`config.mk`:
```
export PLATFORM = sky130hd
export DESIGN_NAME = dct_block_loader_flat
export DESIGN_NICKNAME = d
export VERILOG_FILES = /design/src/rtl/dct_block_loader_if.sv /design/src/rtl/dct_block_loader.sv /design/src/flat_wrapper.sv
export SDC_FILE = /design/constraint.sdc
export NUM_CORES = 1
export LEC_CHECK = 0
export BUFFER_PORTS_ARGS = -buffer_cell sky130_fd_sc_hd__buf_2
export CAP_MARGIN = 20
export CORE_MARGIN = 10
export CORE_UTILIZATION = 38
export DETAILED_ROUTE_END_ITERATION = 8
export GPL_ROUTABILITY_DRIVEN = 0
export SYNTH_ARGS = -nofsm -noshare
export SYNTH_HDL_FRONTEND = slang
export SYNTH_SLANG_ARGS = --single-unit
```
`constraint.sdc`:
```
create_clock -name clk -period 7.4 [get_ports clk]
set_clock_uncertainty 0.15 [all_clocks]
set_input_delay 1.11 -clock clk [delete_from_list [all_inputs] [get_ports clk]]
set_output_delay 1.11 -clock clk [all_outputs]
set_load 0.1 [all_outputs]
```
`src/rtl/dct_block_loader_if.sv`:
```
// ============================================================================
// Module      : dct_block_loader_if
// Description : Sample-stream and block-output handshake bundle for the
//               DCT block loader. The master side produces samples and
//               consumes blocks; the slave side is the loader itself.
// Revision    : 1.0 - initial release
// ============================================================================
`default_nettype none

interface dct_block_loader_if #(
  parameter int NPTS = 4,
  parameter int DW   = 8
);
  logic        [DW-1:0] smp_i;
  logic                 smp_valid_i;
  logic                 smp_ready_o;
  logic                 flush_i;
  logic signed [DW-1:0] blk_o [0:NPTS-1];
  logic                 blk_valid_o;
  logic                 blk_ready_i;

  modport master (
    output smp_i, smp_valid_i, flush_i, blk_ready_i,
    input  smp_ready_o, blk_o, blk_valid_o
  );

  modport slave (
    input  smp_i, smp_valid_i, flush_i, blk_ready_i,
    output smp_ready_o, blk_o, blk_valid_o
  );
endinterface

`default_nettype wire

```
`src/rtl/dct_block_loader.sv`:
```
// ============================================================================
// Module      : dct_block_loader
// Description : Packs a serial valid/ready sample stream into 4-sample blocks
//               using two ping-pong buffers. One block is held stable at the
//               DCT input while the other fills. A flush closes a partial
//               block with zero padding.
//               Optional macro LEVEL_SHIFT_EN: samples are unsigned pixels and
//               are stored as (sample - 128) via MSB inversion.
// Revision    : 1.0 - initial release
// ============================================================================
`default_nettype none

module dct_block_loader #(
  parameter int NPTS = 4,
  parameter int DW   = 8
) (
  input  wire logic          clk,
  input  wire logic          rst_n,
  dct_block_loader_if.slave  bus
);

  localparam int             c_CW   = $clog2(NPTS);
  localparam logic [c_CW-1:0] c_LAST = c_CW'(NPTS - 1);

  logic signed [DW-1:0] r_buf [0:1][0:NPTS-1];
  logic [1:0]           r_full;
  logic                 r_wsel;
  logic                 r_rsel;
  logic [c_CW-1:0]      r_cnt;

  logic                 w_acc;
  logic                 w_complete;
  logic                 w_flush;
  logic                 w_close;
  logic                 w_drain;
  logic [c_CW:0]        w_k;
  logic [1:0]           w_full_nxt;
  logic signed [DW-1:0] w_smp_st;

`ifdef LEVEL_SHIFT_EN
  // Unsigned pixel minus 128 is just the MSB flipped.
  assign w_smp_st = {~bus.smp_i[DW-1], bus.smp_i[DW-2:0]};
`else
  assign w_smp_st = bus.smp_i;
`endif

  assign bus.smp_ready_o = ~r_full[r_wsel];
  assign bus.blk_valid_o = r_full[r_rsel];

  assign w_acc      = bus.smp_valid_i & ~r_full[r_wsel];
  assign w_complete = w_acc & (r_cnt == c_LAST);
  // Fill level after any same-cycle accept; a completed block reads as NPTS.
  assign w_k        = {1'b0, r_cnt} + {{c_CW{1'b0}}, w_acc};
  // A flush only acts on a non-empty partial block in a free buffer.
  assign w_flush    = bus.flush_i & ~r_full[r_wsel] & (w_k != '0) & ~w_complete;
  assign w_close    = w_complete | w_flush;
  assign w_drain    = r_full[r_rsel] & bus.blk_ready_i;

  // Full flags: drain and close always address different buffers.
  always_comb begin
    w_full_nxt = r_full;
    if (w_drain) w_full_nxt[r_rsel] = 1'b0;
    if (w_close) w_full_nxt[r_wsel] = 1'b1;
  end

  // Buffer storage, pointers, fill counter.
  always_ff @(posedge clk or negedge rst_n) begin
    if (!rst_n) begin
      for (int b = 0; b < 2; b++) begin
        for (int e = 0; e < NPTS; e++) begin
          r_buf[b][e] <= '0;
        end
      end
      r_full <= '0;
      r_wsel <= 1'b0;
      r_rsel <= 1'b0;
      r_cnt  <= '0;
    end else begin
      if (w_acc) begin
        r_buf[r_wsel][r_cnt] <= w_smp_st;
      end
      // Padding positions are all beyond the accepted element, so no overlap.
      if (w_flush) begin
        for (int e = 0; e < NPTS; e++) begin
          if (e >= int'(w_k)) begin
            r_buf[r_wsel][e] <= '0;
          end
        end
      end
      if (w_close) r_wsel <= ~r_wsel;
      if (w_drain) r_rsel <= ~r_rsel;
      r_full <= w_full_nxt;
      if (w_close) begin
        r_cnt <= '0;
      end else if (w_acc) begin
        r_cnt <= r_cnt + 1'b1;
      end
    end
  end

  // Present the read buffer only while it holds a complete block.
  for (genvar g = 0; g < NPTS; g++) begin : g_blk
    assign bus.blk_o[g] = r_full[r_rsel] ? r_buf[r_rsel][g] : '0;
  end

endmodule

`default_nettype wire

```
`src/flat_wrapper.sv`:
```
// flat-port wrapper written by rule: the top's interface ports become plain ports
module dct_block_loader_flat 
#(
  parameter int NPTS = 4,
  parameter int DW   = 8
)
  (clk, rst_n, bus_smp_i, bus_smp_valid_i, bus_flush_i, bus_blk_ready_i, bus_smp_ready_o, bus_blk_o, bus_blk_valid_o);
  dct_block_loader_if #(.NPTS(NPTS), .DW(DW)) bus_i ();
  input  wire logic clk;
  input  wire logic rst_n;
  input wire logic [$bits(bus_i.smp_i)-1:0] bus_smp_i;
  input wire logic [$bits(bus_i.smp_valid_i)-1:0] bus_smp_valid_i;
  input wire logic [$bits(bus_i.flush_i)-1:0] bus_flush_i;
  input wire logic [$bits(bus_i.blk_ready_i)-1:0] bus_blk_ready_i;
  output wire logic [$bits(bus_i.smp_ready_o)-1:0] bus_smp_ready_o;
  output wire logic [$bits(bus_i.blk_o)-1:0] bus_blk_o;
  output wire logic [$bits(bus_i.blk_valid_o)-1:0] bus_blk_valid_o;
  assign bus_i.smp_i = bus_smp_i;
  assign bus_i.smp_valid_i = bus_smp_valid_i;
  assign bus_i.flush_i = bus_flush_i;
  assign bus_i.blk_ready_i = bus_blk_ready_i;
  assign bus_smp_ready_o = bus_i.smp_ready_o;
  assign bus_blk_o = {>>{bus_i.blk_o}};
  assign bus_blk_valid_o = bus_i.blk_valid_o;
  dct_block_loader #(.NPTS(NPTS), .DW(DW)) u_core (.clk(clk), .rst_n(rst_n), .bus(bus_i));
endmodule
```
==> impl_metrics.ini, run 1 <==
[status]
status = complete, no violations

[job]
max_cap_violations = 0

[sta]
rsz0062_at_grt = no
finalCritPeriodShare_pct = 48.05
clock.fmax_mhz = 281.2
relSlewSlack_pct = 39.27
period_needed_ns = 3.556
finalSetupViolCount = 0
tightest_slew_ns = 0.9110
hold_violations = 0
finalSetupTns_ns = 0
slew_violations = 0

[logic_synthesis]
synth_commonest_cells = mux2i_1 (73), dfrtp_1 (70), nor2_1 (60)
synth_area_sq_um = 3805
synth_area_leaders = dfrtp_1 (46%), mux2i_1 (19%), nor2_1 (5.9%)
async_flop_share_pct = 100.0
synth-edff-count = 0
synth_cell_types = 33
synth_flop_cell = dfrtp_1
synth_top_area_share_pct = 46.04
syn_inst = 380
synth.most_common_cell = mux2i_1
yosys_warnings = 0
ys_ff_latch = 70
synth.largest_area_cell = dfrtp_1
synth_nets = 400
ys_seq_area_share_pct = 46.04
syn_avg_cell_area_sq_um = 10.01

[route]
dr.pass1.iters = 4
wirelength_um = 9525
drc_errors = 0
wl_met2_um = 4565
wl_met1_um = 4372
viasPerCell = 5.066
num_vias = 2776
topRoutingLayerUsed = met4
wl_per_cell_um = 17.38
drt_iter0_drc = 191
wl_met3_um = 529
postRouteAntennaNets = 0

[placement]
io_buffer_count = 46
dp_hpwl_um = 6130
dpl_cell_area_sq_um = 4088

[floorplan]
core_sq_um = 9774
die-area_sq_um = 14420
die-height_um = 120.1
rows = 36
num_io_pins = 47
floorplan.initialDensity_pct = 38.93
die_w_um = 120.1

[pwr]
p_leak_uw = 0.002091
p_per_area_nw_per_um2 = 517.5
ir_drop_uv = 272.3

[critical_path]
cp-end-kind = output port
path_max_fanout = 29
cp-start-kind = flip-flop
critPathKind = reg2out
required_ns = 6.14
worstPathArrival_ns = 2.30

[global_route]
grt_use_total_pct = 13.58
antenna_found_initial = 0
grt-ovfl-total = 0
grt_pass1_wl_um = 15910
grt_max_degree = 71
grt_pass1_vias = 3032

[layout]
num-nets-final = 430
n_antenna_cell = 0
area_growth_syn_to_layout_pct = 15.23
drive_gt1_share_pct = 19.28
postLayoutCellArea_sq_um = 4384

[cts]
clock_sinks = 70
clk_pin_slew_worst_paths_ns = 0.07
cts_hold_buf = 0
cts_buffers = 9
cts_buffer_depth = 2
cts-root-buf = clkbuf_8
htreeDepth = 3
ctsResizeCount = 0
cts_tree = done
clk_latency_ns = 0.35
cts_setup_buffers = 0

[worst_hold_path]
hp-class = reg2reg
[state kept, by name, summed over array words and instances (netlist names)]
register       cells
u_core.r_buf      64
u_core.r_full      2
u_core.r_cnt       2
u_core.r_wsel      1
u_core.r_rsel      1
[power by group]
group / internal [uW] / total (uW) / switching, uW
Combinational: 349 / 1200 / 854
Clock: 243 / 382 / 139
Sequential: 548 / 684 / 135
Total: 1140 / 2270 / 1130
[layer usage]
layer,vias up,global-route usage [%]
li1,1357,-
met1,1358,17.23
met2,57,22.04
met3,4,3.985
met4,0,3.695
met5,-,0
[critical path, stage by stage, from the launching register on]
cell	delay (ns)
dfrtp_1	0.93
mux2_4	0.46
inv_1	0.11
buf_2	0.43
[final timing paths]
check / cells past startpoint / start / endpoint / slack, ns
worst max-delay path: 3 / u_core.r_wsel / bus_smp_ready_o / 3.84
worst min-delay path: 2 / u_core.r_buf[42] / u_core.r_buf[42] / 0.37
worst max register to register: 8 / u_core.r_wsel / u_core.r_buf[24] / 3.99
worst min register to register: 2 / u_core.r_buf[42] / u_core.r_buf[42] / 0.37
max in group asynchronous: 2 / rst_n / u_core.r_rsel / 5.62
min in group asynchronous: 2 / rst_n / u_core.r_buf[36] / 0.80
[kinds of logic (layout without fill, tap and decap cells)]
family | Yosys count | count (layout) | share of synthesized area, %
AOI/OAI and AO/OA | 55 | 55 | 9.471
adders and majority gates | 7 | 7 | 2.302
buffers and inverters | 39 | 74 | 4.439
DFF | 70 | 70 | 46.04
muxes | 75 | 75 | 19.89
and+or+nand+nor | 134 | 134 | 17.86
[metrics by stage]
stage	hold WS [ns]	instances	power (uW)	setup WS (ns)	util, %
after CTS	0.3743	546	2263	3.069	44.37
final	0.3708	548	2269	3.844	44.85
after global placement	0.3504	530	1848	3.498	41.82
after detailed placement	0.3575	530	1874	3.435	41.82
after global routing	0.3918	548	2413	3.660	44.85
after floorplan	0.3355	380	1650	3.839	-
[final cells by class]
cell class / count / area (sq um)
clock inverters: 3 / 90.09
repair buffers: 49 / 285.3
fillers: 957 / 5390
well taps: 133 / 166.4
inverters: 9 / 33.78
multi-input cells: 271 / 1897
flip-flops and latches: 70 / 1753
clock buffers: 13 / 158.9
[cells in the final DEF, fill, tap and decap left out, types with 2 or more instances in the layout]
master / count
and4bb_2: 4
buf_2: 46
nor4_4: 4
and4b_1: 3
nand2_1: 53
dfrtp_1: 69
a2111oi_4: 2
bufinv_16: 3
nor2_1: 60
a21oi_1: 41
clkbuf_8: 11
o21ai_0: 3
ha_1: 7
o211ai_1: 2
inv_1: 8
mux2i_1: 72
nand4b_1: 4
clkbuf_1: 2
nand2b_1: 3
(Power assumes the default switching activity.)
==> run 2: changes to the inputs <==
Clock period 7.4 ns to 2.9 ns, I/O delays scaled along.
==> run 2 against run 1 <==
Critical path type is now reg2reg. Global-route usage is 0.38 points higher. Register-to-register slack worse by 3.7 ns. First-iteration DRC count is 4.7% lower.
==> impl_metrics.ini, run 2 (synthesized netlist as in run 1, its figures left out) <==
[status]
status = complete, no violations

[sta]
finalSetupTns_ns = 0
period_needed_ns = 2.634
tightest_slew_ns = 0.6631
slew_violations = 0
finalCritPeriodShare_pct = 90.84
hold_violations = 0
relSlewSlack_pct = 55.80
rsz0062_at_grt = no
clock.fmax_mhz = 379.6
finalSetupViolCount = 0

[layout]
final_cell_mix = mux2i_1 (72), dfrtp_1 (69), nor2_1 (60), nand2_1 (53), buf_2 (46)
drive_gt1_share_pct = 20.85
reg_top3 = u_core.r_buf x64, u_core.r_cnt x2, u_core.r_full x2
max_flop_register = u_core.r_buf
largest_reg_flops = 64
num-nets-final = 440
final_common_cell = mux2i_1
area_growth_syn_to_layout_pct = 14.17

[route]
postRouteAntennaNets = 0
wl_per_cell_um = 17.52
drt_iter0_drc = 182
wirelength_um = 9739
viasPerCell = 5.167
drc_errors = 0
dr.pass1.iters = 4
num_vias = 2873

[cts]
cts_buffer_depth = 2
cts_tree = done
cts_buffers = 9
htreeDepth = 3
clk_pin_slew_worst_paths_ns = 0.07
cts_setup_buffers = 0
clk_latency_ns = 0.34
clock_sinks = 70
cts-root-buf = clkbuf_8

[pwr]
finalPower_uw = 5513
p_leak_uw = 0.002089
p_per_area_nw_per_um2 = 1269
ir_drop_uv = 697.6

[critical_path]
critical-path-max-stage-delay_ns = 0.66
required_ns = 2.95
crit_slowest_cell = a2111oi_4
cp-end-kind = flip-flop
worstPathArrival_ns = 2.69
r2r_slack_ns = 0.27
critPathKind = reg2reg
timing.rr.end = u_core.r_buf[44]
cp-start-kind = flip-flop
r2r_cells = 8
worstReg2RegStart = u_core.r_wsel
crit_chain = mux2_4 -> nor2_1 -> ha_1 -> inv_1 -> ha_1 -> nand2b_1 -> a2111oi_4 -> nor2_1
path_max_fanout = 8

[placement]
io_buffer_count = 46
dp_hpwl_um = 6591

[floorplan]
die_w_um = 120.1
num_io_pins = 47
die-area_sq_um = 14420
floorplan.initialDensity_pct = 38.93
core_sq_um = 9774
die-height_um = 120.1
rows = 36

[global_route]
grt_use_total_pct = 13.96
antenna_found_initial = 1
grt_pass1_wl_um = 16260
grt_max_degree = 34
grt_pass1_vias = 3070
grt-ovfl-total = 0

[worst_hold_path]
worstHoldStart = bus_blk_ready_i
min_to = u_core.r_rsel
hp-class = in2reg
whs_path_depth = 2

[job]
max_cap_violations = 0
run 2: changes by cell type in the layout (fill, tap and decap cells not counted):
cell / delta
buf_4: +11
diode_2: +1
buf_16: -1
clkinv_2: +2
clkbuf_1: -2
dlygate4sd3_1: +1
bufinv_16: -3
buf_12: -1
run 2: worst max-delay path, delay by kind of cell (launching register included):
kind / cells / cell delay (ns)
flip-flops: 1 / 0.39
buffers and inverters: 1 / 0.05
AO/OA/AOI/OAI: 1 / 0.66
AND/OR/NAND/NOR: 3 / 0.39
multiplexers: 1 / 0.31
adder cells (fa/ha/maj): 2 / 0.54
run 2: layer usage:
metal	up-vias	part of all wire (%)	global-route usage [%]
met5	-	0	0
li1	1381	-	-
met3	14	4.7	3.563
met2	66	47	22.66
met4	0	1.1	4.072
met1	1412	48	17.92
run 2: area by class of cell:
class,count,area (sq um)
Antenna cell,1,2.502
Clock buffer,11,151.4
Clock inverter,2,10.01
Fill cell,977,5430
Inverter,9,33.78
Multi-Input combinational cell,271,1897
Sequential cell,70,1753
Tap cell,133,166.4
Timing Repair Buffer,59,330.3
run 2: where the power goes:
group	internal (uW)	total (uW)	leakage, uW	switching [uW]
clock	340	694	0.0000869	354
sequential	1400	1640	0.000920	241
combinational	888	3180	0.00108	2290
total	2630	5510	0.00209	2880
run 2: stage by stage:
stage	instances	worst slack, ns	utilization (%)	hold slack, ns	instance area, sq um
finish	556	0.2655	44.44	0.1960	4344
global route	555	0.09605	44.42	0.1951	4342
CTS	555	0.2790	44.42	0.1772	4342
detailed placement	541	0.2916	42.67	0.3061	4170
global placement	541	0.3173	42.67	0.2995	4170
floorplan	380	0.01444	-	-0.01059	3805
run 2: worst max-delay path by stage:
stage	slack, ns	endpoint	depth (start not counted)	from
floorplan	0.01	bus_blk_o[24]	4	u_core.r_rsel
global placement	0.32	u_core.r_buf[45]	8	u_core.r_wsel
detailed placement	0.29	u_core.r_buf[45]	8	u_core.r_wsel
CTS	0.28	u_core.r_buf[45]	8	u_core.r_wsel
global route	0.1	u_core.r_buf[46]	8	u_core.r_wsel
finish	0.27	u_core.r_buf[44]	8	u_core.r_wsel
run 2: what timing repair did:
item	4_1_cts	5_1_grt
hold endpoints to repair	22	0
hold buffers	1	0
resized for setup	0	0
